==> src/rtl/uart_cfg_module.sv <==
// Runtime-configurable UART: baud divisor, optional parity, 1/2 stop bits, RX error flags, FWFT FIFOs.
// Optional build macro UARTCFG_LOOPBACK_EN adds i_uartcfg_LOOPBACK (RX fed from o_uartcfg_TX).

module uart_cfg_fifo #(
    parameter int NB_DATA = 8,
    parameter int NB_ADDR = 4
) (
    input  logic               i_clk,
    input  logic               i_reset,
    input  logic               i_write,
    input  logic [NB_DATA-1:0] i_wdata,
    input  logic               i_read,
    output logic [NB_DATA-1:0] o_rdata,
    output logic               o_empty,
    output logic               o_full,
    output logic [NB_ADDR:0]   o_level
);
    localparam int unsigned DEPTH = 2**NB_ADDR;

    logic [NB_DATA-1:0] r_mem [DEPTH];
    logic [NB_ADDR-1:0] r_wptr;
    logic [NB_ADDR-1:0] r_rptr;
    logic [NB_ADDR:0]   r_level;
    logic               w_do_wr;
    logic               w_do_rd;

    assign o_empty = (r_level == '0);
    assign o_full  = (r_level == (NB_ADDR+1)'(DEPTH));
    assign o_level = r_level;
    assign w_do_wr = i_write & ~o_full;
    assign w_do_rd = i_read & ~o_empty;
    assign o_rdata = o_empty ? '0 : r_mem[r_rptr];

    always_ff @(posedge i_clk) begin
        if (w_do_wr) r_mem[r_wptr] <= i_wdata;
    end

    always_ff @(posedge i_clk or negedge i_reset) begin
        if (!i_reset) begin
            r_wptr  <= '0;
            r_rptr  <= '0;
            r_level <= '0;
        end else begin
            if (w_do_wr) r_wptr <= r_wptr + 1'b1;
            if (w_do_rd) r_rptr <= r_rptr + 1'b1;
            if (w_do_wr && !w_do_rd)      r_level <= r_level + 1'b1;
            else if (!w_do_wr && w_do_rd) r_level <= r_level - 1'b1;
        end
    end
endmodule

module uart_cfg_module #(
    parameter int NB_UARTCFG_DATA  = 8,
    parameter int SB_UARTCFG_TICKS = 16,
    parameter int NB_UARTCFG_DIV   = 16,
    parameter int NB_UARTCFG_ADDR  = 4
) (
    input  logic                       i_clk,
    input  logic                       i_reset,
    input  logic [NB_UARTCFG_DIV-1:0]  i_uartcfg_DIVISOR,
    input  logic                       i_uartcfg_PARITY_EN,
    input  logic                       i_uartcfg_PARITY_ODD,
    input  logic                       i_uartcfg_STOP2,
    input  logic                       i_uartcfg_RX,
`ifdef UARTCFG_LOOPBACK_EN
    input  logic                       i_uartcfg_LOOPBACK,
`endif
    input  logic                       i_uartcfg_fiforx_READ,
    input  logic                       i_uartcfg_fifotx_WRITE,
    input  logic [NB_UARTCFG_DATA-1:0] i_uartcfg_fifotx_WRITEDATA,
    input  logic                       i_uartcfg_CLRERR,
    output logic                       o_uartcfg_TX,
    output logic [NB_UARTCFG_DATA-1:0] o_uartcfg_fiforx_READDATA,
    output logic                       o_uartcfg_fiforx_EMPTY,
    output logic                       o_uartcfg_fifotx_FULL,
    output logic [NB_UARTCFG_ADDR:0]   o_uartcfg_fiforx_LEVEL,
    output logic [NB_UARTCFG_ADDR:0]   o_uartcfg_fifotx_LEVEL,
    output logic                       o_uartcfg_PARITYERR,
    output logic                       o_uartcfg_FRAMEERR,
    output logic                       o_uartcfg_OVERRUN
);
    localparam int NB_TICK = $clog2(2*SB_UARTCFG_TICKS);
    localparam int NB_BIT  = $clog2(NB_UARTCFG_DATA);
    localparam logic [NB_TICK-1:0] TICK_LAST = NB_TICK'(SB_UARTCFG_TICKS-1);
    localparam logic [NB_TICK-1:0] TICK_HALF = NB_TICK'(SB_UARTCFG_TICKS/2-1);
    localparam logic [NB_TICK-1:0] TICK_LAST2 = NB_TICK'(2*SB_UARTCFG_TICKS-1);
    localparam logic [NB_BIT-1:0]  BIT_LAST  = NB_BIT'(NB_UARTCFG_DATA-1);

    typedef enum logic [2:0] {ST_IDLE, ST_START, ST_DATA, ST_PARITY, ST_STOP} state_t;

    // Baud generator
    logic [NB_UARTCFG_DIV-1:0] r_baud_cnt;
    logic [NB_UARTCFG_DIV-1:0] w_div;
    logic                      w_tick;

    assign w_div  = (i_uartcfg_DIVISOR < NB_UARTCFG_DIV'(2)) ? NB_UARTCFG_DIV'(2) : i_uartcfg_DIVISOR;
    assign w_tick = (r_baud_cnt >= w_div - NB_UARTCFG_DIV'(1));

    always_ff @(posedge i_clk or negedge i_reset) begin
        if (!i_reset)    r_baud_cnt <= '0;
        else if (w_tick) r_baud_cnt <= '0;
        else             r_baud_cnt <= r_baud_cnt + 1'b1;
    end

    // RX synchroniser
    logic [1:0] r_rx_sync;
    logic       w_rx_pin;
`ifdef UARTCFG_LOOPBACK_EN
    assign w_rx_pin = i_uartcfg_LOOPBACK ? o_uartcfg_TX : i_uartcfg_RX;
`else
    assign w_rx_pin = i_uartcfg_RX;
`endif

    always_ff @(posedge i_clk or negedge i_reset) begin
        if (!i_reset) r_rx_sync <= 2'b11;
        else          r_rx_sync <= {r_rx_sync[0], w_rx_pin};
    end

    // FIFOs
    logic                       w_rx_push;
    logic                       w_rxf_full;
    logic                       w_tx_pop;
    logic                       w_txf_empty;
    logic [NB_UARTCFG_DATA-1:0] w_txf_head;
    logic [NB_UARTCFG_DATA-1:0] r_rx_shift;

    uart_cfg_fifo #(.NB_DATA(NB_UARTCFG_DATA), .NB_ADDR(NB_UARTCFG_ADDR)) u_fiforx (
        .i_clk   (i_clk),
        .i_reset (i_reset),
        .i_write (w_rx_push),
        .i_wdata (r_rx_shift),
        .i_read  (i_uartcfg_fiforx_READ),
        .o_rdata (o_uartcfg_fiforx_READDATA),
        .o_empty (o_uartcfg_fiforx_EMPTY),
        .o_full  (w_rxf_full),
        .o_level (o_uartcfg_fiforx_LEVEL)
    );

    uart_cfg_fifo #(.NB_DATA(NB_UARTCFG_DATA), .NB_ADDR(NB_UARTCFG_ADDR)) u_fifotx (
        .i_clk   (i_clk),
        .i_reset (i_reset),
        .i_write (i_uartcfg_fifotx_WRITE),
        .i_wdata (i_uartcfg_fifotx_WRITEDATA),
        .i_read  (w_tx_pop),
        .o_rdata (w_txf_head),
        .o_empty (w_txf_empty),
        .o_full  (o_uartcfg_fifotx_FULL),
        .o_level (o_uartcfg_fifotx_LEVEL)
    );

    // RX FSM
    state_t             r_rx_state;
    logic [NB_TICK-1:0] r_rx_cnt;
    logic [NB_BIT-1:0]  r_rx_nbit;
    logic               r_rx_par;
    logic               r_rx_paren;
    logic               r_rx_odd;
    logic               w_rx_bit_end;
    logic               w_rx_done;
    logic               w_rx_stop_ok;
    logic               w_rx_par_bad;

    assign w_rx_bit_end = w_tick && (r_rx_cnt == TICK_LAST);
    assign w_rx_done    = (r_rx_state == ST_STOP) && w_rx_bit_end;
    assign w_rx_stop_ok = r_rx_sync[1];
    assign w_rx_par_bad = r_rx_paren && (r_rx_par != ((^r_rx_shift) ^ r_rx_odd));
    assign w_rx_push    = w_rx_done && w_rx_stop_ok && !w_rx_par_bad && !w_rxf_full;

    always_ff @(posedge i_clk or negedge i_reset) begin
        if (!i_reset) begin
            r_rx_state <= ST_IDLE;
            r_rx_cnt   <= '0;
            r_rx_nbit  <= '0;
            r_rx_shift <= '0;
            r_rx_par   <= 1'b0;
            r_rx_paren <= 1'b0;
            r_rx_odd   <= 1'b0;
        end else begin
            case (r_rx_state)
                ST_IDLE: begin
                    r_rx_cnt <= '0;
                    if (!r_rx_sync[1]) r_rx_state <= ST_START;
                end
                ST_START: if (w_tick) begin
                    if (r_rx_cnt == TICK_HALF) begin
                        r_rx_cnt   <= '0;
                        r_rx_nbit  <= '0;
                        r_rx_state <= r_rx_sync[1] ? ST_IDLE : ST_DATA;
                    end else begin
                        r_rx_cnt <= r_rx_cnt + 1'b1;
                    end
                end
                ST_DATA: if (w_tick) begin
                    if (w_rx_bit_end) begin
                        r_rx_cnt   <= '0;
                        r_rx_shift <= {r_rx_sync[1], r_rx_shift[NB_UARTCFG_DATA-1:1]};
                        if (r_rx_nbit == BIT_LAST) begin
                            r_rx_paren <= i_uartcfg_PARITY_EN;
                            r_rx_odd   <= i_uartcfg_PARITY_ODD;
                            r_rx_state <= i_uartcfg_PARITY_EN ? ST_PARITY : ST_STOP;
                        end else begin
                            r_rx_nbit <= r_rx_nbit + 1'b1;
                        end
                    end else begin
                        r_rx_cnt <= r_rx_cnt + 1'b1;
                    end
                end
                ST_PARITY: if (w_tick) begin
                    if (w_rx_bit_end) begin
                        r_rx_cnt   <= '0;
                        r_rx_par   <= r_rx_sync[1];
                        r_rx_state <= ST_STOP;
                    end else begin
                        r_rx_cnt <= r_rx_cnt + 1'b1;
                    end
                end
                ST_STOP: if (w_tick) begin
                    if (w_rx_bit_end) begin
                        r_rx_cnt   <= '0;
                        r_rx_state <= ST_IDLE;
                    end else begin
                        r_rx_cnt <= r_rx_cnt + 1'b1;
                    end
                end
                default: r_rx_state <= ST_IDLE;
            endcase
        end
    end

    // Sticky errors: a new event in the clear cycle keeps the flag set
    always_ff @(posedge i_clk or negedge i_reset) begin
        if (!i_reset) begin
            o_uartcfg_PARITYERR <= 1'b0;
            o_uartcfg_FRAMEERR  <= 1'b0;
            o_uartcfg_OVERRUN   <= 1'b0;
        end else begin
            if (w_rx_done && !w_rx_stop_ok)
                o_uartcfg_FRAMEERR <= 1'b1;
            else if (i_uartcfg_CLRERR)
                o_uartcfg_FRAMEERR <= 1'b0;
            if (w_rx_done && w_rx_stop_ok && w_rx_par_bad)
                o_uartcfg_PARITYERR <= 1'b1;
            else if (i_uartcfg_CLRERR)
                o_uartcfg_PARITYERR <= 1'b0;
            if (w_rx_done && w_rx_stop_ok && !w_rx_par_bad && w_rxf_full)
                o_uartcfg_OVERRUN <= 1'b1;
            else if (i_uartcfg_CLRERR)
                o_uartcfg_OVERRUN <= 1'b0;
        end
    end

    // TX FSM
    state_t                     r_tx_state;
    logic [NB_TICK-1:0]         r_tx_cnt;
    logic [NB_BIT-1:0]          r_tx_nbit;
    logic [NB_UARTCFG_DATA-1:0] r_tx_shift;
    logic                       r_tx_par;
    logic                       r_tx_paren;
    logic                       r_tx_stop2;
    logic                       w_tx_bit_end;

    assign w_tx_pop     = (r_tx_state == ST_IDLE) && !w_txf_empty;
    assign w_tx_bit_end = w_tick && (r_tx_cnt == TICK_LAST);

    always_ff @(posedge i_clk or negedge i_reset) begin
        if (!i_reset) begin
            r_tx_state   <= ST_IDLE;
            r_tx_cnt     <= '0;
            r_tx_nbit    <= '0;
            r_tx_shift   <= '0;
            r_tx_par     <= 1'b0;
            r_tx_paren   <= 1'b0;
            r_tx_stop2   <= 1'b0;
            o_uartcfg_TX <= 1'b1;
        end else begin
            case (r_tx_state)
                ST_IDLE: begin
                    o_uartcfg_TX <= 1'b1;
                    r_tx_cnt     <= '0;
                    r_tx_nbit    <= '0;
                    if (w_tx_pop) begin
                        r_tx_shift   <= w_txf_head;
                        r_tx_par     <= (^w_txf_head) ^ i_uartcfg_PARITY_ODD;
                        r_tx_paren   <= i_uartcfg_PARITY_EN;
                        r_tx_stop2   <= i_uartcfg_STOP2;
                        o_uartcfg_TX <= 1'b0;
                        r_tx_state   <= ST_START;
                    end
                end
                ST_START: if (w_tick) begin
                    if (w_tx_bit_end) begin
                        r_tx_cnt     <= '0;
                        o_uartcfg_TX <= r_tx_shift[0];
                        r_tx_state   <= ST_DATA;
                    end else begin
                        r_tx_cnt <= r_tx_cnt + 1'b1;
                    end
                end
                ST_DATA: if (w_tick) begin
                    if (w_tx_bit_end) begin
                        r_tx_cnt   <= '0;
                        r_tx_shift <= r_tx_shift >> 1;
                        if (r_tx_nbit == BIT_LAST) begin
                            o_uartcfg_TX <= r_tx_paren ? r_tx_par : 1'b1;
                            r_tx_state   <= r_tx_paren ? ST_PARITY : ST_STOP;
                        end else begin
                            r_tx_nbit    <= r_tx_nbit + 1'b1;
                            o_uartcfg_TX <= r_tx_shift[1];
                        end
                    end else begin
                        r_tx_cnt <= r_tx_cnt + 1'b1;
                    end
                end
                ST_PARITY: if (w_tick) begin
                    if (w_tx_bit_end) begin
                        r_tx_cnt     <= '0;
                        o_uartcfg_TX <= 1'b1;
                        r_tx_state   <= ST_STOP;
                    end else begin
                        r_tx_cnt <= r_tx_cnt + 1'b1;
                    end
                end
                ST_STOP: if (w_tick) begin
                    if (r_tx_cnt == (r_tx_stop2 ? TICK_LAST2 : TICK_LAST)) begin
                        r_tx_cnt   <= '0;
                        r_tx_state <= ST_IDLE;
                    end else begin
                        r_tx_cnt <= r_tx_cnt + 1'b1;
                    end
                end
                default: r_tx_state <= ST_IDLE;
            endcase
        end
    end
endmodule

==> config.mk <==
export PLATFORM = sky130hd
export DESIGN_NAME = uart_cfg_module
export DESIGN_NICKNAME = d
export VERILOG_FILES = /design/src/rtl/uart_cfg_module.sv
export SDC_FILE = /design/constraint.sdc
export NUM_CORES = 1
export LEC_CHECK = 0
export ABC_CLOCK_PERIOD_IN_PS = 9610
export CORE_UTILIZATION = 60
export CTS_CLUSTER_SIZE = 40
export DETAILED_ROUTE_END_ITERATION = 10
export GPL_TIMING_DRIVEN = 0
export HOLD_SLACK_MARGIN = 0.05
export PLACE_DENSITY = 0.78
export SYNTH_ARGS = -nofsm -noshare
export SYNTH_HDL_FRONTEND = slang
export SYNTH_HIERARCHICAL = 1
export SYNTH_SLANG_ARGS = --single-unit
==> constraint.sdc <==
create_clock -name i_clk -period 9.61 [get_ports i_clk]
set_clock_uncertainty 0.2 [all_clocks]
set_input_delay 2.4025 -clock i_clk [delete_from_list [all_inputs] [get_ports i_clk]]
set_output_delay 2.4025 -clock i_clk [all_outputs]
set_load 0.01 [all_outputs]
==> impl_results.md, run 1 <==
- Violation count after the first detailed-route iteration: 691
- Total congestion overflow: 0
- Worst Setup EP: u_fiforx/o_level[4]$_DFFE_PN0P_
- Fill cells: 1623
- Final hold vios: 0
- Routed via count: 9161
- Initial antenna violation count: 0
- Run status: completed
- Placed inst area: 16730 µm²
- Critical path's top delay family: simple AND/OR/NAND/NOR gates
- GRT Util Overall: 0.2449
- Vias per cell: 6.124
- Finished Cell Area: 18040 µm²
- Die Height: 163.9 µm
- Crit Reg-Reg Endpoint: u_fiforx/o_level[4]$_DFFE_PN0P_
- Area Overhead vs Synth: 14.66%
- Synth cell types: 67
- Max stage delay on crit path: 0.59 ns
- Post-DP HPWL: 20610 µm
- Setup TNS: 0 ns
- Startpoint types: input pin
- Final period util: 0.9684
- DR WL/cell: 21.01 µm
- Min Hold Slack: 0.1755 ns
- Largest net degree at the start of global routing: 68
- Lkg Pwr: 0.006440 µW
- Die area: 26870 µm²
- WP depth: 28
- CTS Hold Bufs: 0
- Max-cap viol count: 0
- Remaining DRCs: 0
- Reg clk slew, reported paths: 0.06 ns
- Placed insts: 1424
- Die W: 163.9 µm
- Worst EP required: 9.79 ns
- Layout Nets: 1216
- Post-synthesis sequential area ratio: 0.6353
- # IOs: 57
- Max Slew Vio Count: 0
- EDFF count, synth: 256
- Syn_nets: 1116
- Synth warn: 6
- First-pass detailed-route iteration total: 5
- Path depth of the worst reg2reg path: 16
- Max VDD drop: 0.2539 mV
- ANT nets after route: 0
- Max Fclk: 107.5 MHz
- RSZ-0062 raised after global routing: false
- Initial Utilization: 0.6175
- IO Port Bufs: 56
- Register bit total from synthesis: 348
- CTS tree: yes
- Core Area: 25470 µm²
- Worst-margin pin slew: 1.319 ns
- Kind of critical path: input pin to register
- CTS buffer count: 37
- H-tree Lvls: 2
- Final setup fails: 0
- Clk root buf: clkbuf_16
- Post-synthesis instance area: 15730 µm²
- Fin crit period: 9.306 ns
- Power per cell area: 246.6 nW/µm²
- Number of antenna diodes: 0
- Vias in the first global route: 9100
- Buffers and inverters on the worst path: 5
- Worst reg2reg path startpoint: r_baud_cnt[14]$_DFF_PN0_
- Crit. End Element: register
- Post-Layout Cell Count: 1496
- Gpl congestion: 0.8664
- Synth Instances: 1037
- Post-synth top flop: edfxtp_1
- Fraction of layout cells with a size suffix above 1: 0.1758
- First-pass GRT wire length: 49670 µm
- Min-delay src: r_rx_sync[0]$_DFF_PN1_
- Slowest CP cell: or4_4
- Arr. time, crit path: 9.49 ns
- CP startpoint: i_uartcfg_DIVISOR[7]
- Async set or reset register ratio after synthesis: 0.2644
- Rows: 58
- Synth Area per Inst: 15.17 µm²
- Clock Latency Late Sink: 0.52 ns
- Worst slew margin: 0.1139
- Sink Count: 348
- Crit Path Max Fanout: 10
- CTS Buffer Depth: 3
- Drt total wl: 31440 µm
- Min-Delay Path Class: register to register
- Reg-to-reg slack, setup: 4.95 ns
## state kept, by name, summed over array words and instances, names as in the netlist, 8 cells and up
register,cells
u_fiforx/r_mem,128
u_fifotx/r_mem,128
r_baud_cnt,16
r_tx_shift,8
r_rx_shift,8
## what timing repair did
action / 4_1_cts / 5_1_grt
gates resized for setup: 10 / 11
buffers inserted: 3 / 0
hold endpoints to repair: 0 / 0
setup endpoints to repair: 131 / 34
pin swaps: 1 / 1
## metrics by stage
step | total power, µW | worst slack [ns] | utilization
after global routing | 4665 | 0.01276 | 0.7081
after floorplan | 2773 | 0.6938 | -
after detailed placement | 3093 | -0.9865 | 0.6567
after global placement | 3043 | -0.9107 | 0.6558
final | 4448 | 0.3038 | 0.7081
after CTS | 4471 | 0.03747 | 0.7063
## Yosys cell counts, types with 18 or more instances
library cell | instances | area (µm²)
nand2_1 | 63 | 236.5
edfxtp_1 | 256 | 7687
nor2_1 | 66 | 247.7
dfrtp_1 | 89 | 2227
ha_1 | 44 | 550.5
inv_1 | 25 | 93.84
mux2i_1 | 18 | 180.2
mux4_1 | 18 | 473.0
nor3_1 | 22 | 110.1
xnor2_1 | 44 | 385.4
a21oi_1 | 52 | 260.3
mux4_2 | 46 | 1036
o21ai_0 | 36 | 180.2
mux2_2 | 34 | 382.9
## power by group
group	leakage (µW)	internal [µW]	switching (µW)
Clock	0.000589	791	565
Sequential	0.00346	1790	118
Combinational	0.00239	555	632
## final cells by class
type	instances	area [µm²]	area share
Multi-Input combinational cell	613	5408	0.2998
Sequential cell	348	9993	0.5541
Tap cell	330	412.9	0.02289
Inverter	25	93.84	0.005203
Buffer	51	335.3	0.01859
Timing Repair Buffer	61	615.6	0.03413
Clock buffer	52	1042	0.05779
Clock inverter	16	135.1	0.007492
## layout by cell type, fill, tap and decap left out, types with 4 or more instances in the layout
master / netlist / routed
edfxtp_1: 256 / 256
dfrtp_1: 89 / 89
nor2_1: 66 / 65
nand2_1: 63 / 62
clkdlybuf4s50_1: 0 / 55
a21oi_1: 52 / 52
mux4_2: 46 / 46
xnor2_1: 44 / 44
ha_1: 44 / 43
clkbuf_16: 0 / 37
o21ai_0: 36 / 35
mux2_2: 34 / 34
clkbuf_1: 17 / 26
inv_1: 25 / 25
mux2i_1: 18 / 18
mux4_1: 18 / 18
nand3_1: 17 / 17
nor3_1: 22 / 16
buf_4: 10 / 15
xor2_1: 14 / 14
and3_1: 11 / 11
buf_2: 12 / 11
o22ai_1: 11 / 11
clkinv_2: 0 / 11
o21ai_1: 8 / 9
nand2b_1: 8 / 8
and2_1: 7 / 7
buf_6: 6 / 7
nor3_2: 0 / 6
nor2b_1: 7 / 6
a21o_1: 6 / 6
clkbuf_8: 0 / 6
nor4_1: 5 / 5
or3_1: 6 / 5
a211oi_1: 5 / 5
nand4_1: 4 / 4
o32ai_1: 4 / 4
o31ai_1: 4 / 4
## cells by family after synthesis
logic type | Yosys count | synth area share
flip-flops | 348 | 0.6353
XOR/XNOR | 59 | 0.03373
buffers and inverters | 76 | 0.02688
AND/OR/NAND/NOR | 230 | 0.07048
multiplexers | 116 | 0.1317
adder cells (fa/ha/maj) | 48 | 0.03882
AO/OA/AOI/OAI | 160 | 0.06308
## worst min-delay path by stage
stage,to,cells past startpoint
after floorplan,r_rx_sync[1]$_DFF_PN1_,0
after global placement,r_rx_sync[1]$_DFF_PN1_,0
after detailed placement,r_rx_sync[1]$_DFF_PN1_,0
after CTS,r_rx_sync[1]$_DFF_PN1_,0
after global routing,r_rx_sync[1]$_DFF_PN1_,0
final,r_rx_sync[1]$_DFF_PN1_,0
## metal layers
layer | global-route usage | up-vias | wire length (µm)
li1 | - | 4194 | -
met1 | 0.3424 | 4639 | 13360
met4 | 0.06439 | 0 | 634
met3 | 0.03535 | 52 | 1723
met5 | 0 | - | 0
met2 | 0.4070 | 276 | 15720
Note: power is estimated with default switching activity, not from simulation.
==> inputs of run 2 (changes only) <==
--- a/config.mk
+++ b/config.mk
@@ -11,8 +11,8 @@
 export DETAILED_ROUTE_END_ITERATION = 10
 export GPL_TIMING_DRIVEN = 0
 export HOLD_SLACK_MARGIN = 0.05
-export PLACE_DENSITY = 0.78
+export MAX_ROUTING_LAYER = met4
+export PLACE_DENSITY = 0.79
 export SYNTH_ARGS = -nofsm -noshare
 export SYNTH_HDL_FRONTEND = slang
-export SYNTH_HIERARCHICAL = 1
 export SYNTH_SLANG_ARGS = --single-unit
==> run 2 against run 1 <==
Net effect:
- worst setup slack improved by 0.86 ns
- non-clock buffer count fell by 9
- via count fell by 3.7%
- largest cell class unchanged
- worst hold slack got worse by 0.0049 ns
- critical endpoint is now u_fiforx.o_level[4]$_DFFE_PN0P_
- area after synthesis fell by 2.5%
- highest routed layer unchanged
- count of clock-buffer cells in the layout fell by 7
- final cell count fell by 3.3%
- critical path type unchanged
- routed wire length fell by 2.6%
==> impl_results.md, run 2 <==
- Sink Count: 348 (unchanged)
- Largest regs: u_fiforx.r_mem x128, u_fifotx.r_mem x128, r_baud_cnt x16
- CTS tree: yes
- Die area: 26220 µm² (-2.4%)
- Layout Nets: 1171 (-3.7%)
- Worst slew margin: 0.1095 (-0.004496)
- Setup TNS: 0 ns (unchanged)
- Drt total wl: 30610 µm (-2.6%)
- Crit Reg-Reg Endpoint: u_fiforx.o_level[4]$_DFFE_PN0P_
- Number of antenna diodes: 0 (unchanged)
- Met2 Use GR: 0.4239 (+0.01695)
- Area Overhead vs Synth: 14.38%
- Hold path depth: 0 (unchanged)
- Area leader, netlist: edfxtp_1
- Post-DP HPWL: 19780 µm (-4.1%)
- Clock Latency Late Sink: 0.52 ns (about the same)
- Kind of critical path: input pin to register
- Remaining DRCs: 0 (unchanged)
- Routed via count: 8823 (-3.7%)
- Die Height: 161.9 µm (-1.2%)
- Fin util: 0.6990 (-0.009102)
- Most frequent cell after synthesis: edfxtp_1
- Post-synth top area share: 0.5010 (+0.01231)
- Max Slew Vio Count: 0 (unchanged)
- Rows: 58 (unchanged)
- Clk root buf: clkbuf_16
- Post-synthesis instance area: 15340 µm² (-2.5%)
- Final period util: 0.8794 (-0.08901)
- Worst reg2reg path startpoint: r_baud_cnt[0]$_DFF_PN0_
- Most frequent cells in the layout: edfxtp_1, dfrtp_1, mux4_2
- Fill cells: 1690 (+4.1%)
- Lkg Pwr: 0.006403 µW (-0.58%)
- Worst EP required: 9.79 ns (about the same)
- Placed inst area: 16360 µm² (-2.2%)
- Reg-to-reg slack, setup: 5.21 ns (+0.26 ns)
- Max VDD drop: 0.2588 mV (+2.0%)
- Synth Instances: 994 (-4.1%)
- Most common cell after layout, fill and taps aside: edfxtp_1
- Synth cell types: 64 (-4.5%)
- Violation count after the first detailed-route iteration: 750 (+8.5%)
- # IOs: 57 (unchanged)
- Power per cell area: 232.7 nW/µm² (-5.7%)
- Busiest grt layer: met2
- Register bit total from synthesis: 348 (unchanged)
- Synth warn: 0 (-6)
- Path depth of the worst reg2reg path: 20 (+4)
- Die W: 161.9 µm (-1.2%)
- Hold Crit Endpoint: r_rx_sync[1]$_DFF_PN1_
- H-tree Lvls: 2 (unchanged)
- Initial antenna violation count: 0 (unchanged)
- Arr. time, crit path: 8.63 ns (-0.86 ns)
- EDFF count, synth: 256 (unchanged)
- Fin crit period: 8.451 ns (-0.8554 ns)
- Largest cells by area after synthesis: edfxtp_1, dfrtp_1, mux4_2, ha_1, xnor2_1
- GRT met3 Usage: 0.03754 (+0.002185)
- Post-synth top flop: edfxtp_1
- Synth Area per Inst: 15.44 µm² (+1.8%)
- Min-delay src: r_rx_sync[0]$_DFF_PN1_
- IO Port Bufs: 56 (unchanged)
- CTS Hold Bufs: 0 (unchanged)
- Total congestion overflow: 0 (unchanged)
- Dpl ws: 0.6577 ns (+1.644 ns)
- Final hold vios: 0 (unchanged)
- Commonest cells in the netlist: edfxtp_1, dfrtp_1, mux4_2
- Gpl congestion: 0.8269 (-4.6%)
- Crit. End Element: register
- Run status: completed
- Initial Utilization: 0.6111 (-0.006474)
- Post-synthesis sequential area ratio: 0.6513 (+0.01601)
- Post-route setup slack: 1.159 ns (+0.8554 ns)
- Startpoint types: input pin
- ANT nets after route: 0 (unchanged)
- First-pass GRT wire length: 49130 µm (-1.1%)
- RSZ-0062 raised after global routing: false
- Finished Cell Area: 17550 µm² (-2.7%)
- Vias in the first global route: 9135 (+0.38%)
- First-pass detailed-route iteration total: 5 (unchanged)
- Crit Path Max Fanout: 10 (unchanged)
- Max-cap viol count: 0 (unchanged)
- Largest net degree at the start of global routing: 56 (-18%)
- Fraction of layout cells with a size suffix above 1: 0.1450 (-0.03078)
- GRT Util Overall: 0.2538 (+0.008965)
- Final setup fails: 0 (unchanged)
- Worst-margin pin slew: 1.326 ns (+0.006693 ns)
- CTS Buffer Depth: 3 (unchanged)
- Post-cts resize count: 0 (-10)
- Max Fclk: 118.3 MHz (+10%)
- Min-Delay Path Class: register to register
- GR Layer Usage met1: 0.3222 (-0.02023)
- Reg clk slew, reported paths: 0.06 ns (about the same)
- DR WL/cell: 21.16 µm (+0.67%)
- Core Area: 25110 µm² (-1.4%)
- CTS buffer count: 36 (-2.7%)
- Setup bufs post-CTS: 0 (-3)
- Async set or reset register ratio after synthesis: 0.2644 (unchanged)
- Vias per cell: 6.097 (-0.43%)
- Syn_nets: 1074 (-3.8%)
==> run 2: cell types whose count changed after synthesis, sizes merged, moves of 8 or more <==
cell / change
a21oi: -24
buf: -16
clkbuf: +9
mux2: -17
mux2i: -10
mux4: +8
nor2b: +8
o21ai: -10
o22ai: -8
==> run 2: layout make-up <==
class	instances	area, µm²	area share
multi-input cells	574	5080	0.2894
repair buffers	59	600.6	0.03422
flip-flops and latches	348	9993	0.5694
clock inverters	19	219.0	0.01248
inverters	28	105.1	0.005988
well taps	330	412.9	0.02353
clock buffers	45	954.7	0.05440
plain buffers	44	185.2	0.01055
==> run 2: cell families after synthesis <==
group                      after synthesis  share of synthesized area
AOI/OAI and AO/OA                      116                    0.04860
xor gates and xnor gates                66                    0.03857
adders and majority gates               49                    0.04061
buffers and inverters                   72                    0.01892
DFF                                    348                     0.6513
muxes                                   97                     0.1239
and+or+nand+nor                        246                    0.07812
==> run 2: through the flow <==
stage	hold WS, ns	total power (µW)	instances
floorplan	0.1452	2430	994
global placement	0.1646	2700	1380
detailed placement	0.1617	2739	1381
CTS	0.1706	4118	1445
global route	0.1711	4266	1447
finish	0.1706	4084	1447
==> run 2: worst max path at each step <==
stage	startpoint	to
after floorplan	i_uartcfg_DIVISOR[10]	u_fiforx.o_level[4]$_DFFE_PN0P_
after global placement	i_uartcfg_DIVISOR[10]	u_fiforx.o_level[4]$_DFFE_PN0P_
after detailed placement	i_uartcfg_DIVISOR[10]	u_fiforx.o_level[4]$_DFFE_PN0P_
after CTS	i_uartcfg_DIVISOR[10]	u_fiforx.o_level[4]$_DFFE_PN0P_
after global routing	i_uartcfg_DIVISOR[10]	u_fiforx.o_level[4]$_DFFE_PN0P_
final	i_uartcfg_DIVISOR[10]	u_fiforx.o_level[4]$_DFFE_PN0P_
==> run 2: worst max-delay path: stages <==
cell and delay, ns:
clkdlybuf4s50_1 0.46, or4_1 0.58, or3_1 0.34, nor3b_1 0.38, nand3b_1 0.12, nand2_1 0.11
ha_1 0.23, nand3_1 0.16, nor4_1 0.27, xnor2_1 0.12, ha_1 0.30, nand4_1 0.10
nor2_1 0.12, nand3_1 0.10, o21ai_0 0.30, clkbuf_1 0.48, and4_1 0.38, nand2_1 0.15
inv_1 0.12, ha_1 0.24, inv_1 0.12, ha_1 0.30, a21o_1 0.19, a21oi_1 0.19
xnor2_1 0.14, nor2_1 0.07, xor2_1 0.15
==> run 2: power by group <==
| group | internal (µW) | switching [µW] | total (µW) |
|---|---|---|---|
| clock | 818 | 562 | 1380 |
| sequential | 1740 | 92.3 | 1830 |
| combinational | 426 | 444 | 871 |
==> run 2: routing by layer <==
layer / share of wire / wire length (µm)
met1: 0.41 / 12520
met2: 0.51 / 15600
met3: 0.054 / 1661
met4: 0.027 / 830
met5: 0 / 0
